File: src/rtl/stress_threshold_sequencer.sv
// stress_threshold_sequencer: shares one external 8-bit a>b comparator across all sensor channels and debounces the exceed count
//
// Ports:
//   clk           in   rising-edge clock
//   reset         in   synchronous active-high reset, clears all state including debounce history
//   start         in   one-cycle evaluation request, ignored while busy
//   samples       in   8*CHANNELS, channel i at [8i+7:8i]
//   thresholds    in   8*CHANNELS, same packing as samples
//   cmp_a         out  8, comparator operand a (latched sample of the channel being scanned)
//   cmp_b         out  8, comparator operand b (effective threshold of that channel)
//   cmp_q         in   comparator result a>b, combinational from cmp_a/cmp_b
//   busy          out  evaluation in progress
//   done          out  one-cycle pulse when an evaluation completes
//   flags         out  CHANNELS, per-channel exceed result of the last evaluation
//   stress_level  out  3, debounced count of exceeded channels
//   level_changed out  one-cycle pulse with done when stress_level took a new value
//
// Build option: define STRESS_HYSTERESIS_EN to lower a flagged channel's threshold by HYST
// (saturating at 0) on the following evaluation. Without it HYST is unused.
module stress_threshold_sequencer #(
    parameter int CHANNELS = 4,
    parameter int PERSIST  = 3,
    parameter int HYST     = 8
) (
    input  logic                  clk,
    input  logic                  reset,
    input  logic                  start,
    input  logic [8*CHANNELS-1:0] samples,
    input  logic [8*CHANNELS-1:0] thresholds,
    output logic [7:0]            cmp_a,
    output logic [7:0]            cmp_b,
    input  logic                  cmp_q,
    output logic                  busy,
    output logic                  done,
    output logic [CHANNELS-1:0]   flags,
    output logic [2:0]            stress_level,
    output logic                  level_changed
);
    typedef enum logic [1:0] {IDLE, SCAN, UPDATE} state_t;
    localparam logic [2:0] LAST = 3'(CHANNELS - 1);
    localparam logic [3:0] PMAX = 4'(PERSIST);
`ifdef STRESS_HYSTERESIS_EN
    localparam logic [7:0] HYST8 = 8'(HYST);
`endif
    state_t                state;
    logic [8*CHANNELS-1:0] s_lat;
    logic [8*CHANNELS-1:0] t_lat;
    logic [CHANNELS-1:0]   new_flag;
    logic [2:0]            idx;
    logic [2:0]            cand;
    logic [2:0]            last_cand;
    logic [3:0]            run;
    logic [3:0]            run_next;

    // Operands are decoded from registered state only, so they hold steady for the whole SCAN cycle.
    always_comb begin
        cmp_a = 8'd0;
        cmp_b = 8'd0;
        for (int i = 0; i < CHANNELS; i++) begin
            if (state == SCAN && idx == 3'(i)) begin
                cmp_a = s_lat[8*i +: 8];
`ifdef STRESS_HYSTERESIS_EN
                cmp_b = flags[i] ? ((t_lat[8*i +: 8] > HYST8) ? t_lat[8*i +: 8] - HYST8 : 8'd0) : t_lat[8*i +: 8];
`else
                cmp_b = t_lat[8*i +: 8];
`endif
            end
        end
    end

    always_comb begin
        cand = 3'd0;
        for (int i = 0; i < CHANNELS; i++)
            cand = cand + {2'b00, new_flag[i]};
        run_next = (cand == last_cand) ? ((run >= PMAX) ? PMAX : run + 4'd1) : 4'd1;
    end

    always_ff @(posedge clk) begin
        if (reset) begin
            state         <= IDLE;
            s_lat         <= '0;
            t_lat         <= '0;
            new_flag      <= '0;
            idx           <= 3'd0;
            last_cand     <= 3'd0;
            run           <= 4'd0;
            busy          <= 1'b0;
            done          <= 1'b0;
            flags         <= '0;
            stress_level  <= 3'd0;
            level_changed <= 1'b0;
        end else begin
            done          <= 1'b0;
            level_changed <= 1'b0;
            case (state)
                IDLE: begin
                    if (start) begin
                        s_lat    <= samples;
                        t_lat    <= thresholds;
                        new_flag <= '0;
                        idx      <= 3'd0;
                        busy     <= 1'b1;
                        state    <= SCAN;
                    end
                end
                SCAN: begin
                    for (int i = 0; i < CHANNELS; i++)
                        if (idx == 3'(i))
                            new_flag[i] <= cmp_q;
                    idx <= idx + 3'd1;
                    if (idx == LAST)
                        state <= UPDATE;
                end
                UPDATE: begin
                    // last_cand only moves on a new count, and run restarts at 1 in that case
                    last_cand <= cand;
                    run       <= run_next;
                    if (run_next == PMAX && cand != stress_level) begin
                        stress_level  <= cand;
                        level_changed <= 1'b1;
                    end
                    flags <= new_flag;
                    done  <= 1'b1;
                    busy  <= 1'b0;
                    state <= IDLE;
                end
                default: state <= IDLE;
            endcase
        end
    end
endmodule

File: config.mk
export PLATFORM = sky130hd
export DESIGN_NAME = stress_threshold_sequencer
export DESIGN_NICKNAME = d
export VERILOG_FILES = /design/src/rtl/stress_threshold_sequencer.sv
export SDC_FILE = /design/constraint.sdc
export NUM_CORES = 1
export LEC_CHECK = 0
export BUFFER_PORTS_ARGS = -buffer_cell sky130_fd_sc_hd__buf_2
export CAP_MARGIN = 40
export CORE_UTILIZATION = 40
export DETAILED_ROUTE_END_ITERATION = 6
export SLEW_MARGIN = 10
export SYNTH_ARGS = -nofsm -noshare
export SYNTH_HDL_FRONTEND = slang
export SYNTH_SLANG_ARGS = --single-unit
export TNS_END_PERCENT = 50
File: constraint.sdc
create_clock -name clk -period 4.2 [get_ports clk]
set_input_delay 0.21 -clock clk [delete_from_list [all_inputs] [get_ports clk]]
set_output_delay 0.21 -clock clk [all_outputs]
set_load 0.05 [all_outputs]
==> flow_summary.toml, run 1 <==
[run_status]
status = "complete, no violations"

[timing]
rsz0062_at_grt = "false"
min_period_over_period_pct = 63.6
setup_viol = 0
fin_crit_ps = 2670
hold_viol_final = 0
fin_setup_tns_ps = 0
skew_ps = 7.20
max_slew_margin_pct = 40.1
drv_slew = 0
fmax_ghz = 0.374
worst_pin_slew_ps = 899

[synth]
synth_nets = 577
netlist.area_leader.share_pct = 45.3
synth_top_family_by_area = "simple AND/OR/NAND/NOR gates"
synth_adder_area_share_pct = 3.02
synth_common_cells = "160 x nand2_1, 94 x a21oi_1, 90 x dfxtp_1"
synth_mux_area_share_pct = 1.76
synth.most_common_cell = "nand2_1"
synthXorXnorAreaFrac_pct = 1.32
synth.cell_area_um2 = 3980
synth_compound_area_share_pct = 18.4
synth_cell_types = 34
synth_edf_count = 0
ys_seq_area_share_pct = 45.3
syn-instance-count = 500
synth_seq_cells = 90
synth.avg_cell_area_um2 = 7.96
yosys.area_share.simple_pct = 24.6
async_flop_share_pct = 0
ys_warn_count = 0
synthTopCellsByArea = "dfxtp_1 45%, nand2_1 15%, a21oi_1 12%"
synth_top_area_cell = "dfxtp_1"
synthFlopType = "dfxtp_1"

[global_routing]
grt_pass1_vias = 3328
gr-total-overflow = 0
grt.total_usage_pct = 19.7
grt_pass1_wl_mm = 15.7
grt_max_degree = 51
grt_antenna_before_repair = 0

[drt]
firstDrtPassIters = 6
drcViolationCount = 0
avgViaCountPerCell = 4.96
wl_per_cell_um = 13.7
drtIter0Drc = 146
drt-total-wl_mm = 9.71
num_vias = 3528
drtAntennaViolNets = 0

[placed_design]
place_congestion = 0.739
place_area_um2 = 4470
hpwl_mm = 6.52
port_buffers = 93
dp.cells = 695

[clock_tree]
ctsRootBufferMaster = "clkbuf_8"
cts.htree.levels = 3
clk_latency_ps = 370
numCtsBuffers = 9
cts_tree = "yes"
clock_sinks = 90
clock_path_buffers = 2
post_cts_buffers = 0
cts_hold_buf = 0
post_cts_resized = 0
path_clk_slew_ps = 90

[floorplan]
core_um2 = 9730
fp-row-count = 36
die_y_um = 102
start_util_pct = 40.9
die_w_um = 102
io_pins = 94
die_area_um2 = 10400

[power]
p_sw_w = 0.000475
peakVddDrop_v = 0.000139
comb_power_share_pct = 12.6
power.total_w = 0.00180
pwr-share-seq_pct = 50.8
sw_frac_of_total_pct = 26.3
clkPwrFrac_pct = 36.7
p_per_area_nw_per_um2 = 384
internal_power_w = 0.00133
p_leak_nw = 1.98

[finish]
diodes = 0
finalInstanceArea_um2 = 4690
drive_gt1_share_pct = 20.9
multi_input_area_um2 = 1960
seqCellArea_um2 = 1800
layout.nets = 650
fin_cells = 711
fillers = 1023
areaGrowthSynthToFinish_pct = 17.9

[critical_path]
path_max_fanout = 17
startpoint_type = "register"
critPathKind = "register to output port"
worst_ep_required_time_ps = 3990
cp.arrival_ps = 2460
end_kind = "output port"

[job]
cap_violations = 0

[min_path]
hold_path_class = "input pin to register"
[logic make-up after synthesis]
group / after synthesis
buffers and inverters: 42
adders and majority gates: 9
DFF: 90
muxes: 7
and+or+nand+nor: 214
AOI/OAI and AO/OA: 132
xor gates and xnor gates: 6
[power groups by stage]
| stage | clock network [W] | logic, W | registers, W |
|---|---|---|---|
| 3_3_place_gp | 0 | 0.000222 | 0.000933 |
| 5_1_grt | 0.000708 | 0.000254 | 0.000920 |
| 6_report | 0.000661 | 0.000227 | 0.000915 |
| 2_1_floorplan | 0 | 0.000162 | 0.000929 |
| 3_5_place_dp | 0 | 0.000229 | 0.000935 |
| 4_1_cts | 0.000677 | 0.000229 | 0.000915 |
[per-stage QoR]
step | util (%) | hold slack (ps) | setup WS, ps
CTS | 48.2 | 58.3 | 1510
global route | 48.2 | 62.6 | 1330
finish | 48.2 | 69.5 | 1530
floorplan | - | 346 | 2120
detailed placement | 46.0 | 444 | 1870
global placement | 45.7 | 441 | 1740
[state kept, by name, summed over array words and instances, names as in the netlist]
register,count
last_cand,3
busy,1
flags,4
level_changed,1
stress_level,3
state,2
t_lat,32
done,1
run,4
idx,3
new_flag,4
s_lat,32
[layer usage]
| metal | track usage (%) | up-vias | part of all wire (%) |
|---|---|---|---|
| met4 | 8.03 | 0 | 1.3 |
| met1 | 25.7 | 1614 | 47 |
| met2 | 32.0 | 92 | 47 |
| li1 | - | 1812 | - |
| met3 | 3.59 | 10 | 4.5 |
| met5 | 0 | - | 0 |
[critical path: stages (launching register included)]
cell and delay, ps:
dfxtp_1 390, ha_1 180, ha_1 240, inv_1 90
nor2_2 670, a22o_1 270, buf_2 270
[path summary, 6_finish.rpt]
kind | start | to | slack (ps) | depth (start not counted)
max | idx[1] | cmp_a[6] | 1530 | 6
max reg2reg | new_flag[1] | stress_level[0] | 1880 | 7
min reg2reg | flags[1] | flags[1] | 460 | 2
min | samples[2] | s_lat[2] | 70 | 3
[cells in the final DEF (no fill, tap or decap), types with 7 or more instances in the layout]
cell,Yosys,layout
ha_1,8,8
a22o_1,16,16
nand2_1,160,159
and3b_1,16,16
o21ai_0,17,17
nor2_1,13,13
dfxtp_1,90,90
clkbuf_8,0,10
mux2i_1,7,7
buf_2,12,93
nand2b_1,7,7
a21oi_1,94,94
[final cells by class]
type                            count  share of cell area (%)
Inverter                            5                   0.400
Sequential cell                    90                    38.4
Timing Repair Buffer               99                    11.2
Clock inverter                      5                    1.65
Multi-Input combinational cell    368                    41.8
Tap cell                          133                    3.55
Clock buffer                       11                    3.01
No activity file was read; power rests on OpenSTA's default activity.
==> run 2, diff against run 1 <==
==> constraint.sdc (replaced) <==
create_clock -name clk -period 2.52 [get_ports clk]
set_input_delay 0.126 -clock clk [delete_from_list [all_inputs] [get_ports clk]]
set_output_delay 0.126 -clock clk [all_outputs]
set_load 0.05 [all_outputs]
==> run 2 against run 1 <==
Against the previous run:
- first-iteration DRC count is 12% lower
- register-to-register slack worse by 1700 ps
- clock power up 88%
- total power grew 77%
- routed wire length is 2.5% higher
- sequential share of layout area down 2.6 points
==> flow_summary.toml, run 2 (synthesis results as in run 1) <==
[timing]
fin_setup_tns_ps = 0
fin_crit_ps = 2360
fmax_ghz = 0.424
skew_ps = 11.1
rsz0062_at_grt = "false"
worst_pin_slew_ps = 535
setup_viol = 0
min_period_over_period_pct = 93.6
drv_slew = 0
max_slew_margin_pct = 64.3
hold_viol_final = 0

[floorplan]
die_w_um = 102
io_pins = 94
die_y_um = 102
fp-row-count = 36
core_um2 = 9730
start_util_pct = 40.9
die_area_um2 = 10400

[drt]
drcViolationCount = 0
firstDrtPassIters = 4
avgViaCountPerCell = 4.91
drtIter0Drc = 128
num_vias = 3630
drtAntennaViolNets = 0
wl_per_cell_um = 13.5
drt-total-wl_mm = 9.96

[finish]
layout.nets = 681
finalInstanceArea_um2 = 5040
fin_util_pct = 51.8
layout_commonest_cell = "nand2_1"
layout_common_cells = "159 x nand2_1, 94 x a21oi_1, 93 x buf_2"
fin_cells = 740
reg_top3 = "s_lat (32), t_lat (32)"
areaGrowthSynthToFinish_pct = 26.5
diodes = 0
drive_gt1_share_pct = 20.8

[power]
p_leak_nw = 2.14
power.total_w = 0.00318
peakVddDrop_v = 0.000304
p_per_area_nw_per_um2 = 632

[critical_path]
critPathKind = "register to output port"
slowest_delay_ps = 350
worst_ep_required_time_ps = 2390
crit_family = "buffers and inverters"
reg2reg_slack_ps = 200
crit_chain = "inv_1 > ha_1 > buf_4 > and3b_1 > a21oi_1 > o21ai_0 > a22o_1 > buf_2"
startpoint_type = "register"
end_kind = "output port"
path_max_fanout = 17
crit_slowest_cell = "dfxtp_1"
cp.arrival_ps = 2230
cp.buffers_inverters = 3

[clock_tree]
clk_latency_ps = 360
ctsRootBufferMaster = "clkbuf_8"
clock_path_buffers = 2
cts.htree.levels = 3
numCtsBuffers = 9
cts_tree = "yes"
path_clk_slew_ps = 90
clock_sinks = 90

[global_routing]
grt_max_degree = 94
grt.total_usage_pct = 20.0
grt_pass1_wl_mm = 16.1
gr-total-overflow = 0
grt_pass1_vias = 3437
grt_antenna_before_repair = 0

[placed_design]
hpwl_mm = 6.58
port_buffers = 93
dp.cells = 700
place_congestion = 0.794
place_area_um2 = 4520

[job]
cap_violations = 0

[run_status]
status = "complete, no violations"

[min_path]
hold_path_class = "input pin to register"
## run 2: report_power, final
group / leakage [nW] / switching [W] / internal, W / total (W)
sequential: 0.736 / 0.0000372 / 0.00149 / 0.00152
combinational: 1.28 / 0.000243 / 0.000176 / 0.000419
clock: 0.125 / 0.000493 / 0.000750 / 0.00124
## run 2: what timing repair did
action	4_1_cts	5_1_grt
setup endpoints to repair	0	3
hold buffers	26	0
hold endpoints to repair	26	0
gates resized for setup	0	1
buffers inserted	0	0
## run 2: final cells by class
| type | count | area [um2] |
|---|---|---|
| multi-input cells | 368 | 1960 |
| well taps | 133 | 166 |
| repair buffers | 130 | 833 |
| clock buffers | 9 | 124 |
| inverters | 5 | 18.8 |
| fillers | 960 | 4690 |
| clock inverters | 5 | 129 |
| flip-flops and latches | 90 | 1800 |
## run 2: final timing paths
kind,cells past startpoint,from,to
setup reg to reg,7,new_flag[0],stress_level[0]
hold reg to reg,2,flags[3],flags[3]
setup / recovery,8,idx[1],cmp_a[0]
hold / removal,3,samples[1],s_lat[1]
## run 2: metrics by stage
| stage | setup WS, ps | hold WS [ps] |
|---|---|---|
| global placement | 344 | 367 |
| floorplan | 438 | 262 |
| detailed placement | 233 | 371 |
| CTS | 116 | 0.997 |
| global route | 49.0 | 1.58 |
| finish | 162 | 8.99 |
## run 2: tightest hold or removal path, delay by kind of cell
kind            cells  cell delay (ps)
buf+inv             1              100
simple gates        1               50
compound gates      1               50
## run 2: layer usage
| metal | vias up | GRT usage [%] | wire length (um) |
|---|---|---|---|
| met5 | - | 0 | 0 |
| met4 | 0 | 6.58 | 114 |
| met3 | 8 | 3.38 | 354 |
| met2 | 78 | 33.7 | 4840 |
| met1 | 1674 | 25.9 | 4650 |
| li1 | 1870 | - | - |
